File: config.mk
export PLATFORM = sky130hd
export DESIGN_NAME = seg7_display_sched
export DESIGN_NICKNAME = d
export VERILOG_FILES = /design/src/rtl/seg7_pkg.sv /design/src/rtl/seg7_blink_timer.sv /design/src/rtl/seg7_display_sched.sv
export SDC_FILE = /design/constraint.sdc
export NUM_CORES = 1
export LEC_CHECK = 0
export CORE_ASPECT_RATIO = 0.8
export CORE_MARGIN = 3
export CORE_UTILIZATION = 50
export CTS_CLUSTER_SIZE = 30
export DETAILED_ROUTE_END_ITERATION = 16
export MAX_ROUTING_LAYER = met4
export PLACE_DENSITY = 0.74
export SETUP_SLACK_MARGIN = 0.15
export SYNTH_ARGS = -nofsm -noshare
export SYNTH_HDL_FRONTEND = slang
export SYNTH_SLANG_ARGS = --single-unit
File: constraint.sdc
create_clock -name CLOCK_10 -period 2.5 [get_ports CLOCK_10]
set_input_delay 0.25 -clock CLOCK_10 [delete_from_list [all_inputs] [get_ports CLOCK_10]]
set_output_delay 0.25 -clock CLOCK_10 [all_outputs]
set_load 0.01 [all_outputs]
File: src/rtl/seg7_pkg.sv
// Shared types and constants for the time-shared seven-segment display scheduler.
// The SEM byte is {dp, a, b, c, d, e, f, g}, active-low.
package seg7_pkg;

  localparam int unsigned NUM_DIGITS = 4;
  localparam logic [7:0]  SEG_BLANK  = 8'hFF;

  typedef enum logic [1:0] {
    IDLE,
    CONV,
    COMMIT
  } state_e;

  // Converter segment a sits in bit 0 but drives SEM bit 6, so the bits are reversed and inverted.
  function automatic logic [7:0] seg_encode(input logic [6:0] seg7, input logic dp);
    logic [7:0] enc;
    enc[7] = ~dp;
    for (int k = 0; k < 7; k++) begin
      enc[6-k] = ~seg7[k];
    end
    return enc;
  endfunction

endpackage

File: src/rtl/seg7_blink_timer.sv
// Free-running blink phase generator.
// The phase toggles every BLINK_DIV cycles while enabled and is held clear otherwise.
module seg7_blink_timer #(
  parameter int unsigned BLINK_DIV = 5_000_000
) (
  input  logic CLOCK_10,
  input  logic RESET_N,
  input  logic blink_en,
  output logic phase
);

  localparam int unsigned CntW = (BLINK_DIV > 2) ? $clog2(BLINK_DIV) : 1;

  logic [CntW-1:0] cnt_q;
  logic            phase_q;

  always_ff @(posedge CLOCK_10 or negedge RESET_N) begin
    if (!RESET_N) begin
      cnt_q   <= '0;
      phase_q <= 1'b0;
    end else if (!blink_en) begin
      cnt_q   <= '0;
      phase_q <= 1'b0;
    end else if (cnt_q == CntW'(BLINK_DIV - 1)) begin
      cnt_q   <= '0;
      phase_q <= ~phase_q;
    end else begin
      cnt_q <= cnt_q + 1'b1;
    end
  end

  assign phase = phase_q;

endmodule

File: src/rtl/seg7_display_sched.sv
// Walks a captured 16-bit hex value through one shared converter, one nibble per cycle,
// then commits all four digits at once with leading-zero blanking and blink applied.
module seg7_display_sched
  import seg7_pkg::*;
#(
  parameter int unsigned BLINK_DIV = 5_000_000
) (
  input  logic            CLOCK_10,
  input  logic            RESET_N,
  input  logic            ld_valid,
  output logic            ld_ready,
  input  logic [15:0]     ld_value,
  input  logic [3:0]      ld_dp,
  input  logic            ld_lzb,
  input  logic            blink_en,
  output logic [3:0]      conv_nibble,
  input  logic [6:0]      conv_seg,
  output logic            busy,
  output logic [3:0][7:0] SEM
);

  state_e          state_q, state_d;
  logic [1:0]      idx_q, idx_nx;
  logic [15:0]     value_q;
  logic [3:0]      dp_q;
  logic            lzb_q;
  logic [3:0]      nibble_q;
  logic [3:0][7:0] shadow_q, sem_q, commit_sem;
  logic [3:0]      lead_zero;
  logic            phase;

  always_comb begin
    state_d  = state_q;
    ld_ready = 1'b0;
    busy     = 1'b0;
    unique case (state_q)
      IDLE: begin
        ld_ready = 1'b1;
        if (ld_valid) state_d = CONV;
      end
      CONV: begin
        busy = 1'b1;
        if (idx_q == 2'd3) state_d = COMMIT;
      end
      COMMIT: begin
        busy    = 1'b1;
        state_d = IDLE;
      end
      default: state_d = IDLE;
    endcase
  end

  assign idx_nx = idx_q + 2'd1;

  // A digit blanks only if it and every digit above it are zero; digit 0 always shows.
  always_comb begin
    lead_zero[3] = (value_q[15:12] == 4'h0);
    lead_zero[2] = lead_zero[3] & (value_q[11:8] == 4'h0);
    lead_zero[1] = lead_zero[2] & (value_q[7:4] == 4'h0);
    lead_zero[0] = 1'b0;
    for (int i = 0; i < NUM_DIGITS; i++) begin
      commit_sem[i] = (lzb_q && lead_zero[i]) ? SEG_BLANK : shadow_q[i];
    end
  end

  always_ff @(posedge CLOCK_10 or negedge RESET_N) begin
    if (!RESET_N) begin
      state_q  <= IDLE;
      idx_q    <= 2'd0;
      value_q  <= '0;
      dp_q     <= '0;
      lzb_q    <= 1'b0;
      nibble_q <= '0;
      shadow_q <= '0;
      sem_q    <= {NUM_DIGITS{SEG_BLANK}};
    end else begin
      state_q <= state_d;
      if (state_q == IDLE && ld_valid) begin
        value_q  <= ld_value;
        dp_q     <= ld_dp;
        lzb_q    <= ld_lzb;
        idx_q    <= 2'd0;
        nibble_q <= ld_value[3:0];
      end
      if (state_q == CONV) begin
        shadow_q[idx_q] <= seg_encode(conv_seg, dp_q[idx_q]);
        idx_q           <= idx_nx;
        if (idx_q != 2'd3) nibble_q <= value_q[{idx_nx, 2'b00} +: 4];
      end
      if (state_q == COMMIT) sem_q <= commit_sem;
    end
  end

  seg7_blink_timer #(
    .BLINK_DIV(BLINK_DIV)
  ) u_blink (
    .CLOCK_10(CLOCK_10),
    .RESET_N (RESET_N),
    .blink_en(blink_en),
    .phase   (phase)
  );

  assign conv_nibble = nibble_q;
  assign SEM         = sem_q | {(NUM_DIGITS * 8){blink_en & phase}};

endmodule

# Word level (Yosys, flattened, before mapping)
# Index checks and enable logic that the tools add are counted.
# Widths: inputs -> output; s select.
# classes
shift,1
bitwise_logic,13
n_eq_ne,8
addsub,2
reduce_logical,12
div,0
n_lt_le_gt_ge,2
n_mul,0
n_mux,22
# op_table
cell,count
$mux 23,2
$bwmux 32,1
$mux 8,4
$or 32x32->32,1
$add 23x1->23 const B,1
$eq 23x23->1 const B,1
$demux 8 s2,1
$shiftx 16x5->4,1
$logic_not 4->1,3
$mux 4,3
$not 1->1,9
$mux 2,4
$ne 2x2->1 const B,3
$logic_and 1x1->1,5
$mux 1,5
$eq 2x2->1 const B,2
$pmux 2 s2,1
$and 1x1->1,3
$lt 2x3->1 const B,1
$add 2x1->2 const B,1
$bmux 1 s2,1
$eq 2x1->1 const B,1
$ge 2x1->1 const B,1
$logic_not 2->1,1
4 further kinds,4
# totals
n_memories,0
mem_bits_rw,0
inputBits,32
word_cells,76
romBits,0
ff_bits,117
latchBits,0

# Depth between registers and ports, before layout
# logic_depth
ltp_word,5
mapped_depth,8
mapped_depth_nobuf,6

# Hierarchy
# Synthesis repeated with hierarchy kept, for this count alone.
# hier_totals
hier_cells,497
hier_area_um2,5331.4
# by_module_without_submodules
mod,cells_per_inst,n_inst,seq_area_each_um2,area_each_um2
seg7_display_sched,363,1,2367.3,4072.7
seg7_blink_timer,134,1,600.6,1258.7

# Worst setup path before layout
# Ideal clock, no wire load.
# synth_path
path_kind,reg-to-reg
from,reg u_blink.cnt_q[0]
to,reg u_blink.cnt_q[22]
setup_slack_ns,0.542
stages_incl_launch_ff,7
path_buffers,1
t_arrival_ns,1.881
setup_time_ns,0.078
period_less_slack_ns,1.958
cell_sequence,dfrtp_1 ha_1 nand4_2 or4_1 buf_2 or3_1 a21oi_1
# synth_via
elab_chain_len,3
word_cells_on_any_way,4
classes_between,add/sub: 1; eq/ne: 1; mux: 2
# synth_lines
element,line,rtl
"start, declared",seg7_blink_timer.sv:14,logic [CntW-1:0] cnt_q;
"start signal, assigned",seg7_blink_timer.sv:28,cnt_q <= cnt_q + 1'b1;
$add 23x1->23 / $eq 23x23->1 (equally long branches),"seg7_blink_timer.sv:28, seg7_blink_timer.sv:24",
$mux 23 (*),seg7_blink_timer.sv:24,end else if (cnt_q == CntW'(BLINK_DIV - 1)) begin
$mux 23 (*),seg7_blink_timer.sv:21,end else if (!blink_en) begin
# Mark *: on every way between the ends. The rest lies on a longest branch, timed or not.
# A chain may end at the register's enable or synchronous reset.

# Final worst setup path
# Same ends and word-level chain as after synthesis.

==> flow_summary.json <==
{
  "fin_nets": 577,
  "worstHoldPathType": "input port to asynchronous set/reset pin",
  "ff2ff_path_depth": 5,
  "layoutNonFillerInstCount": 685,
  "slew_of_the_pin_with_the_lowest_slew_margin_ns": 0.6530,
  "number_of_enable_type_register_cells_in_the_synthesized_netlist": 0,
  "syn-cell-area_um2": 5152,
  "setup.worst_path.end": "u_blink.cnt_q[22]",
  "vias": 3676,
  "drive_gt1_share_pct": 20.40,
  "share_seq_of_total_power_pct": 38.1,
  "crit-reg2reg-launch": "u_blink.cnt_q[0]",
  "wl_mm": 11.24,
  "gp_congestion": 0.8202,
  "worst_ir_drop_vdd_v": 0.0007992,
  "clock-skew-final_ns": 0.006470,
  "grt-ovfl-total": 0,
  "h_tree_levels": 4,
  "timing_worst_setup_path_type": "flip-flop to flip-flop",
  "remaining_drc_errors": 0,
  "clock_input_transition_at_the_sequential_cells_of_the_worst_setup_and_hold_paths_ns": 0.05,
  "die_outline_area_um2": 11570,
  "post_synthesis_sequential_area_ratio_pct": 57.60,
  "numClockSinks": 117,
  "first_global_vias": 3801,
  "timing.fmax_ghz": 0.4823,
  "timing.critical_path.from": "u_blink.cnt_q[0]",
  "routed_wire_length_per_instance_um": 16.41,
  "avgViaCountPerCell": 5.366,
  "boundaryPins": 70,
  "floorplan.initialDensity_pct": 52.31,
  "first_pass_iters": 5,
  "cts_buffers": 17,
  "syn-num-nets": 506,
  "netlist_instances": 465,
  "clock_tree_from_tritoncts": "yes",
  "ys_ff_latch": 117,
  "grt_usage_pct": 21.33,
  "synth_top_cell_by_area": "dfrtp_1",
  "arrival_ns": 2.40,
  "worst_slew_margin_rel_pct": 56.37,
  "ant_nets": 0,
  "setup_viol": 0,
  "cellInternalPower_mw": 6.005,
  "crit_fanout": 9,
  "syn2layout_area_growth_pct": 28.48,
  "netSwitchingPower_mw": 2.520,
  "switching_share_pct": 29.56,
  "clock_path_buffers": 2,
  "min_period_ns": 2.073,
  "run_status": "finished, final reports clean",
  "post_synth.cell_area_avg_um2": 11.08,
  "yosys_warning_total": 0,
  "post-route-period-util_pct": 82.93,
  "post-layout-total-power_mw": 8.525,
  "timing_max_transition_violations_final": 0,
  "grt_start_max_net_pins": 40,
  "power.leakage_nw": 2.734,
  "initial_antenna_violation_count": 0,
  "cts_setup_buffers": 0,
  "finish.utilization_pct": 67.21,
  "grt_pass1_wl_mm": 18.93,
  "core_region_area_um2": 9849,
  "rsz0062_at_grt": "no",
  "drt-initial-drc-count": 163,
  "synthFlopType": "dfrtp_1",
  "hpwlAfterDp_mm": 7.685,
  "synth_async_sr_flop_share_pct": 100.0,
  "timing.rr.end": "u_blink.cnt_q[22]",
  "p_comb_share_pct": 32.4,
  "synth.top_cell.area_share_pct": 41.28,
  "drv.max_cap_violation_count": 0,
  "clkLatencyLatePin_ns": 0.41,
  "placed_insts": 652,
  "regToRegSetupSlack_ns": 0.43,
  "timing.final.hold_violations": 0,
  "worstSetupStartpointType": "flip-flop",
  "io_buffers": 69,
  "clockPowerShare_pct": 29.5,
  "critPathRequiredTime_ns": 2.83,
  "power_density_nw_per_um2": 1288,
  "die_outline_width_um": 119.5,
  "rows": 32,
  "timing.setup.tns_ns": 0,
  "die_y_um": 96.80,
  "clock_tree.root_cell": "clkbuf_16",
  "post_synth_num_cell_types": 36,
  "post_synth_main_area_contributors": "dfrtp_1, dfstp_2, mux2_2",
  "filler_cell_count": 771,
  "netlist_top_cells_count": "dfrtp_1, nor2_1, a21oi_1",
  "most_used_standard_cell_by_instance_count_after_synthesis": "dfrtp_1",
  "cp-end-kind": "flip-flop",
  "antenna-diode-count": 0
}
-- per-stage QoR --
| step | instance area (um^2) | worst slack (ns) | hold slack [ns] |
|---|---|---|---|
| floorplan | 5152 | 0.5418 | -0.04559 |
| global placement | 5983 | 0.4267 | 0.2356 |
| detailed placement | 5983 | 0.3632 | 0.2365 |
| CTS | 6616 | 0.3256 | 0.3552 |
| global route | 6620 | 0.2744 | 0.3744 |
| finish | 6620 | 0.4268 | 0.3436 |
-- state kept, by name (all words and copies together) (netlist names) --
name / count
sem_q: 32
shadow_q: 24
u_blink.cnt_q: 23
value_q: 16
commit_sem: 8
conv_nibble: 4
dp_q: 4
idx_q: 2
state_q: 2
lzb_q: 1
u_blink.phase: 1
-- worst min path at each step --
stage,start,endpoint,slack (ns),cells past startpoint
after floorplan,RESET_N,commit_sem[0],-0.05,0
after detailed placement,RESET_N,u_blink.cnt_q[19],0.24,1
after global placement,RESET_N,u_blink.cnt_q[19],0.24,1
final,RESET_N,u_blink.cnt_q[19],0.34,2
after global routing,RESET_N,u_blink.cnt_q[18],0.37,2
after CTS,RESET_N,u_blink.cnt_q[18],0.36,2
-- repair_timing --
action                                  in CTS  in global routing
endpoints found under the setup margin       0                  1
resized for setup                            0                  1
hold endpoints to repair                    23                  0
hold buffers                                 1                  0
-- area by class of cell --
| class | instances | area [um^2] | area share, % |
|---|---|---|---|
| Clock buffer | 18 | 439.2 | 6.634 |
| Multi-Input combinational cell | 314 | 2054 | 31.03 |
| Sequential cell | 117 | 2968 | 44.83 |
| Tap cell | 136 | 170.2 | 2.570 |
| Inverter | 7 | 26.28 | 0.3969 |
| Clock inverter | 14 | 183.9 | 2.778 |
| Timing Repair Buffer | 79 | 778.2 | 11.76 |
-- logic make-up after synthesis --
logic type | synth area share [%]
simple gates | 16.46
xor+xnor | 2.210
compound gates | 9.446
flops | 57.60
fa+ha+maj | 2.186
buf+inv | 2.598
mux | 9.495
-- routing by layer --
metal / vias up / global-route usage (%) / wire (um) / part of all wire [%]
met3: 9 / 5.494 / 568 / 5.1
met5: - / - / 0 / 0
met4: 0 / 6.426 / 85 / 0.76
li1: 1755 / - / - / -
met2: 96 / 32.90 / 5575 / 50
met1: 1816 / 28.11 / 5013 / 45
-- power by group through the flow --
stage / Combinational (mW) / Sequential (mW) / Clock [mW]
6_report: 2.76 / 3.25 / 2.52
5_1_grt: 3.04 / 3.35 / 2.64
4_1_cts: 2.80 / 3.26 / 2.55
3_5_place_dp: 2.76 / 3.28 / 0
3_3_place_gp: 2.66 / 3.24 / 0
2_1_floorplan: 1.82 / 3.10 / 0
-- cells in the final DEF, fill, tap and decap left out, types with 7 or more instances in the layout --
| cell | instances |
|---|---|
| nor2_1 | 59 |
| clkbuf_16 | 17 |
| ha_1 | 9 |
| nand2_1 | 28 |
| o22a_1 | 17 |
| dfrtp_1 | 85 |
| buf_4 | 9 |
| mux2_2 | 29 |
| a21oi_1 | 40 |
| nand2b_1 | 32 |
| dfstp_2 | 32 |
| o21ai_0 | 21 |
| xnor2_1 | 10 |
| inv_1 | 7 |
| nand3_1 | 10 |
| or3_1 | 9 |
| clkdlybuf4s50_1 | 68 |
-- critical path: stages, from the launching register on --
cell	delay, ns
dfrtp_1	0.40
ha_1	0.26
nand4_2	0.18
or4_4	0.63
or3_1	0.37
a21oi_1	0.15
(Power assumes the default switching activity.)
